`src/rtl/rt_mem_pkg.sv`:
```
// Shared encodings for the data-memory access unit: operations, result
// flags and FSM states.
package rt_mem_pkg;

    typedef enum logic [1:0] {
        OP_RSVD0 = 2'b00,
        OP_LOAD  = 2'b01,
        OP_STORE = 2'b10,
        OP_RSVD3 = 2'b11
    } mem_op_e;

    typedef enum logic [1:0] {
        FLAG_OK       = 2'b00,
        FLAG_MISALIGN = 2'b01,
        FLAG_RANGE    = 2'b10,
        FLAG_ILLEGAL  = 2'b11
    } mem_flag_e;

    typedef enum logic [1:0] {
        ST_IDLE   = 2'b00,
        ST_ACCESS = 2'b01,
        ST_WAIT   = 2'b10,
        ST_RESP   = 2'b11
    } mem_state_e;

endpackage

```
`src/rtl/rt_mem_addr_check.sv`:
```
// Request legality check; alignment/range checks exist only when
// MEM_ADDR_CHECK_EN is defined, otherwise only illegal ops are flagged.
module rt_mem_addr_check
    import rt_mem_pkg::*;
#(
    parameter int ADDR_WIDTH = 9
) (
    input  logic [1:0]  operation,
    input  logic [31:0] op1,
    output logic [1:0]  flag
);

    logic illegal;
    logic misalign;
    logic range_err;
    logic unused_op1;

    assign unused_op1 = ^op1;
    assign illegal    = (operation != OP_LOAD) && (operation != OP_STORE);

`ifdef MEM_ADDR_CHECK_EN
    assign misalign  = |op1[1:0];
    assign range_err = |op1[31:ADDR_WIDTH+2];
`else
    assign misalign  = 1'b0;
    assign range_err = 1'b0;
`endif

    // Illegal op outranks misalignment, which outranks range.
    always_comb begin
        flag = FLAG_OK;
        priority case (1'b1)
            illegal:   flag = FLAG_ILLEGAL;
            misalign:  flag = FLAG_MISALIGN;
            range_err: flag = FLAG_RANGE;
            default:   flag = FLAG_OK;
        endcase
    end

endmodule

```
`src/rtl/rt_mem_access_unit.sv`:
```
// Single-outstanding load/store unit in front of a synchronous data RAM.
// Address checks are enabled by defining MEM_ADDR_CHECK_EN.
module rt_mem_access_unit
    import rt_mem_pkg::*;
#(
    parameter int ADDR_WIDTH = 9,
    parameter int DATA_WIDTH = 32
) (
    input  logic                  clk,
    input  logic                  rst,
    input  logic                  req_valid,
    output logic                  req_ready,
    input  logic [1:0]            operation,
    input  logic [31:0]           op1,
    input  logic [DATA_WIDTH-1:0] op2,
    output logic [ADDR_WIDTH-1:0] ram_addr,
    output logic                  ram_we,
    output logic [DATA_WIDTH-1:0] ram_data,
    input  logic [DATA_WIDTH-1:0] ram_q,
    output logic                  resp_valid,
    input  logic                  resp_ready,
    output logic [DATA_WIDTH-1:0] out,
    output logic [1:0]            flag
);

    mem_state_e            state_q, state_d;
    logic [1:0]            op_q, op_d;
    logic [ADDR_WIDTH-1:0] addr_q, addr_d;
    logic [DATA_WIDTH-1:0] data_q, data_d;
    logic [DATA_WIDTH-1:0] out_q, out_d;
    logic [1:0]            flag_q, flag_d;
    logic [1:0]            chk_flag;

    rt_mem_addr_check #(
        .ADDR_WIDTH (ADDR_WIDTH)
    ) u_check (
        .operation (operation),
        .op1       (op1),
        .flag      (chk_flag)
    );

    always_comb begin
        state_d = state_q;
        op_d    = op_q;
        addr_d  = addr_q;
        data_d  = data_q;
        out_d   = out_q;
        flag_d  = flag_q;
        unique case (state_q)
            ST_IDLE: begin
                if (req_valid) begin
                    op_d   = operation;
                    addr_d = op1[ADDR_WIDTH+1:2];
                    data_d = op2;
                    out_d  = '0;
                    flag_d = chk_flag;
                    // Faulty requests skip the RAM entirely.
                    state_d = (chk_flag != FLAG_OK) ? ST_RESP : ST_ACCESS;
                end
            end
            ST_ACCESS: state_d = ST_WAIT;
            ST_WAIT: begin
                if (op_q == OP_LOAD) begin
                    out_d = ram_q;
                end
                state_d = ST_RESP;
            end
            ST_RESP: begin
                if (resp_ready) begin
                    state_d = ST_IDLE;
                end
            end
            default: state_d = ST_IDLE;
        endcase
    end

    always_ff @(posedge clk) begin
        if (rst) begin
            state_q <= ST_IDLE;
            op_q    <= '0;
            addr_q  <= '0;
            data_q  <= '0;
            out_q   <= '0;
            flag_q  <= '0;
        end else begin
            state_q <= state_d;
            op_q    <= op_d;
            addr_q  <= addr_d;
            data_q  <= data_d;
            out_q   <= out_d;
            flag_q  <= flag_d;
        end
    end

    assign req_ready  = (state_q == ST_IDLE);
    assign resp_valid = (state_q == ST_RESP);
    assign ram_addr   = addr_q;
    assign ram_data   = data_q;
    assign ram_we     = (state_q == ST_ACCESS) && (op_q == OP_STORE);
    assign out        = out_q;
    assign flag       = flag_q;

endmodule

```
`config.mk`:
```
export PLATFORM = sky130hd
export DESIGN_NAME = rt_mem_access_unit
export DESIGN_NICKNAME = d
export VERILOG_FILES = /design/src/rtl/rt_mem_pkg.sv /design/src/rtl/rt_mem_addr_check.sv /design/src/rtl/rt_mem_access_unit.sv
export SDC_FILE = /design/constraint.sdc
export NUM_CORES = 1
export LEC_CHECK = 0
export BUFFER_PORTS_ARGS = -buffer_cell sky130_fd_sc_hd__buf_4
export CAP_MARGIN = 20
export CORE_MARGIN = 2
export CORE_UTILIZATION = 45
export DETAILED_ROUTE_END_ITERATION = 6
export GPL_TIMING_DRIVEN = 0
export PLACE_DENSITY = 0.83
export REMOVE_ABC_BUFFERS = 1
export SYNTH_ARGS = -nofsm -noshare
export SYNTH_HDL_FRONTEND = slang
export SYNTH_SLANG_ARGS = --single-unit
```
`constraint.sdc`:
```
create_clock -name clk -period 3.31 [get_ports clk]
set_clock_uncertainty 0.1 [all_clocks]
set_input_delay 0.1655 -clock clk [delete_from_list [all_inputs] [get_ports clk]]
set_output_delay 0.1655 -clock clk [all_outputs]
set_load 0.01 [all_outputs]
```
Word-level counts from Yosys, hierarchy flattened. Index checks and enable logic that the tools add are counted.

Flip-flop bits (word level): 79. Bits in latches: 0. RAM bits: 0. Memory bits (read-only): 0. Input port bits: 102. Output and inout port bits: 78. Word-level logic and storage cells: 32. Memories kept: 0.

Add/subtract/negate cells: 0. Multipliers: 0. Div/mod/pow operators: 0. Order comparisons: 0. Equal/unequal tests: 10. Shift operators: 0. Muxes and demuxes: 8. Bitwise gates (word level): 0. Reductions and logical operators: 8.

Operators with widths (count): two-way mux 32 bit (2); case mux 32 bit (2 select lines) (1); two-way mux 2 bit (4); case mux 2 bit (4 select lines) (1); equality test 2 bit, second input constant (3); != test 2 bit, second input constant (3); equality test 2 x 1 -> 1 bit, second input constant (2); != test 2 x 1 -> 1 bit, second input constant (2); AND reduction 2 bit (2); nonzero test 2 bit (2); AND reduction 3 bit (1); logical AND 1 bit (2); logical NOT 2 bit (1).

Longest topological paths before layout.
Word-level depth: 7. Depth in mapped cells: 7.

Hierarchy. A second synthesis with hierarchy kept.

Cells, all modules: 365. Area total of the unflattened synthesis: 3254.4 um^2.

By module, submodules not included: rt_mem_access_unit (instances 1, cells each 362, area an instance 3230.6 um^2, sequential area each 1581.5 um^2); rt_mem_addr_check (instances 1, cells each 3, area an instance 23.8 um^2, sequential area each 0.0 um^2).

Worst setup path before layout. Ideal clock, no wire load.

Kind: register to register. From: reg state_q[0]. To: reg out_q[10] (netlist: out[10]). Library setup time: 0.072 ns. Arrival: 1.443 ns. Data required time: 3.138 ns. Slack: 1.695 ns. Cell stages (with the launch flop): 7. Buffers on the path: 1. Cells stage by stage: dfxtp_1 inv_1 ha_1 mux2i_1 a21oi_4 buf_6 mux2i_1.

Longest elaborated chain between the ends: 3.

Ends and longest elaborated chain: start, declared (RTL line rt_mem_access_unit.sv:26) `mem_state_e state_q, state_d;`; start signal, assigned (RTL line rt_mem_access_unit.sv:86) `state_q <= state_d;`; logical NOT 2 bit (*); named net req_ready (RTL line rt_mem_access_unit.sv:12) `output logic req_ready,`; != test 2 bit (no line) / nonzero test 2 bit (equally long branches); AND reduction 3 bit (no line); end signal, assigned (RTL line rt_mem_access_unit.sv:90) `out_q <= out_d;`; end, declared (RTL line rt_mem_access_unit.sv:30) `logic [DATA_WIDTH-1:0] out_q, out_d;`.

The timed path passes the listed nets; every way through them passes the cells marked *. A chain may end at the register's enable or synchronous reset.

Worst setup path in the final report.
From: reg state_q[0]. To: reg out_q[31] (netlist: out[31]).

Longest elaborated chain between the ends: 3.

Ends and longest elaborated chain: equality test 2 bit / logical NOT 2 bit (equally long branches) (RTL line rt_mem_access_unit.sv:49) `unique case (state_q)`; != test 2 bit (no line) / nonzero test 2 bit (equally long branches); AND reduction 3 bit (no line).

Several ways; a longest one is shown, not always the timed one.

==> flow_summary.yaml <==
outcome:
  status: "finished, final reports clean"
pwr:
  p_per_area_nw_per_um2: 594
  p_leak_uw: 0.00226
  ir_drop_v: 0.000319
setup_path:
  crit_start: "state_q[0]$_SDFFE_PP0P_"
  crit_type: "flip-flop to flip-flop"
  cp_max_fo: 17
  start_kind: "flip-flop"
  regToRegSetupSlack_ns: 0.80
  arrival_ns: 2.68
  cp.required_ns: 3.48
  r2r_start: "state_q[0]$_SDFFE_PP0P_"
  crit_path_end_kind: "flip-flop"
floorplan:
  die_h_um: 88.4
  die_w_um: 88.4
  start_util_pct: 46.9
  die_area_um2: 7810
  num_rows: 30
  core_um2: 6830
  io-pin-count: 180
cells_and_area:
  diodes: 0
  final_nets: 664
  design_area_um2: 5220
  final_common_cell: "buf_4"
  final_cell_mix: "buf_4, nand2_1, dfxtp_1"
  syn2layout_area_growth_pct: 63.0
  post-route-util_pct: 76.4
  drive_above_1_share_pct: 31.3
routing:
  drtIter0Drc: 102
  via_count: 3256
  drt-total-wl_um: 9880
  ant_nets: 0
  first_pass_iters: 4
  drc: 0
  routedWlPerCell_um: 15.0
  viasPerCell: 4.95
job:
  max_cap_viol_count: 0
global_route:
  antenna_found_initial: 0
  grt_pass1_wl_um: 14900
  grt.overflow.total: 0
  grt_pass1_vias: 3168
  grt_usage_pct: 24.6
  grt_max_degree: 111
cts:
  clock_sinks: 78
  cts_resized: 0
  clockBufferDepth: 2
  cts_root_buffer: "clkbuf_8"
  cts.htree.levels: 3
  post_cts_buffers: 0
  cts_tree: "built"
  clk_latency_ns: 0.34
  numCtsBuffers: 9
  path_clk_slew_ns: 0.09
logic_synthesis:
  synth.avg_cell_area_um2: 8.97
  synth.cell_area_um2: 3200
  ys_warn_count: 0
  ys_ff_latch: 78
  netlist_instances: 357
  synth_area_leaders: "dfxtp_1, mux2i_1, nand2_1"
  synth_top_area_cell: "dfxtp_1"
  yosysTopAreaCellShare_pct: 48.8
  synth.distinct_cells: 18
  yosysSeqAreaShare_pct: 48.7
timing:
  rsz0062_at_grt: "false"
  hold_viol: 0
  fin_crit_ns: 2.51
  drv_slew: 0
  tightest_slew_ns: 0.890
  maxSlewHeadroom_pct: 40.7
  fmax_mhz: 399
  fin_ws_ns: 0.803
  setup_viol_count_final: 0
  min_period_over_period_pct: 75.7
place:
  dpl.hpwl_um: 5760
  portBuffers: 156
  place_worst_setup_slack_ns: 0.784
  placed_area_um2: 4430
  gp_congestion: 0.757
hold_path:
  hold_path.startpoint: "ram_q[17]"
  hold_class: "primary input to flip-flop"
## timing repair
item,CTS,global route
hold endpoints to repair,58,1
hold buffers,58,1
endpoints found under the setup margin,0,0
## synthesized netlist by cell type (all sizes together)
master and instances:
mux2i 34, nand2b 35, a21oi 47, buf 11
inv 2, nand3b 32, ha 5, and3b 1
xnor2 1, dfxtp 78, nor2 1, and2 1
nand2 89, a311oi 2, clkbuf 18
## worst max-delay path: stages, from the launching register on
cell and delay (ns):
dfxtp_1 0.35, inv_1 0.12, ha_1 0.51, mux2i_1 0.22, a21oi_4 0.66, buf_16 0.24, mux2i_1 0.23
## kinds of logic (layout without fill, tap and decap cells)
family                   after synthesis  after routing  share of synthesized area (%)
buffers and inverters                 31            236                           4.80
flip-flops                            78             78                           48.8
AO/OA/AOI/OAI                         49             49                           8.24
adder cells (fa/ha/maj)                5              5                           1.95
multiplexers                          34             34                           10.6
XOR/XNOR                               1              1                          0.273
AND/OR/NAND/NOR                      159            159                           25.4
## through the flow
stage | hold slack (ns) | cells | setup TNS [ns] | power (µW)
floorplan | 0.135 | 328 | 0 | 1790
global placement | 0.312 | 580 | -0.0255 | 2200
detailed placement | 0.321 | 583 | 0 | 2320
CTS | 0.000342 | 657 | 0 | 3090
global route | 0.000281 | 658 | 0 | 3260
finish | 0.0122 | 658 | 0 | 3100
## layer usage
metal,routed length [µm],up-vias,track usage (%)
met5,0,-,0
met4,140,0,7.02
met3,1110,15,11.1
met2,4670,166,41.5
met1,3960,1503,28.2
li1,-,1572,-
## where the power goes
part | total (µW) | switching, µW | internal, µW
clock | 718 | 348 | 369
combinational | 1210 | 622 | 592
sequential | 1170 | 88.5 | 1080
total | 3100 | 1060 | 2040
## flip-flops by register name, indices dropped and copies added, names as in the netlist
signal / count
state_q: 2
op_q: 2
flag: 1
ram_addr: 9
out: 32
ram_data: 32
## final timing paths
kind	end	depth (start not counted)
setup / recovery	out[31]$_SDFFE_PP0P_	6
hold / removal	out[17]$_SDFFE_PP0P_	3
setup reg to reg	out[31]$_SDFFE_PP0P_	6
hold reg to reg	ram_addr[4]$_SDFFE_PP0P_	2
## cell type report
| cell class | instances | area [µm²] |
|---|---|---|
| Sequential cell | 78 | 1560 |
| Fill cell | 455 | 1610 |
| Clock buffer | 11 | 141 |
| Tap cell | 96 | 120 |
| Inverter | 2 | 7.51 |
| Multi-Input combinational cell | 248 | 1490 |
| Clock inverter | 5 | 58.8 |
| Timing Repair Buffer | 218 | 1840 |
No activity file was read; power rests on OpenSTA's default activity.
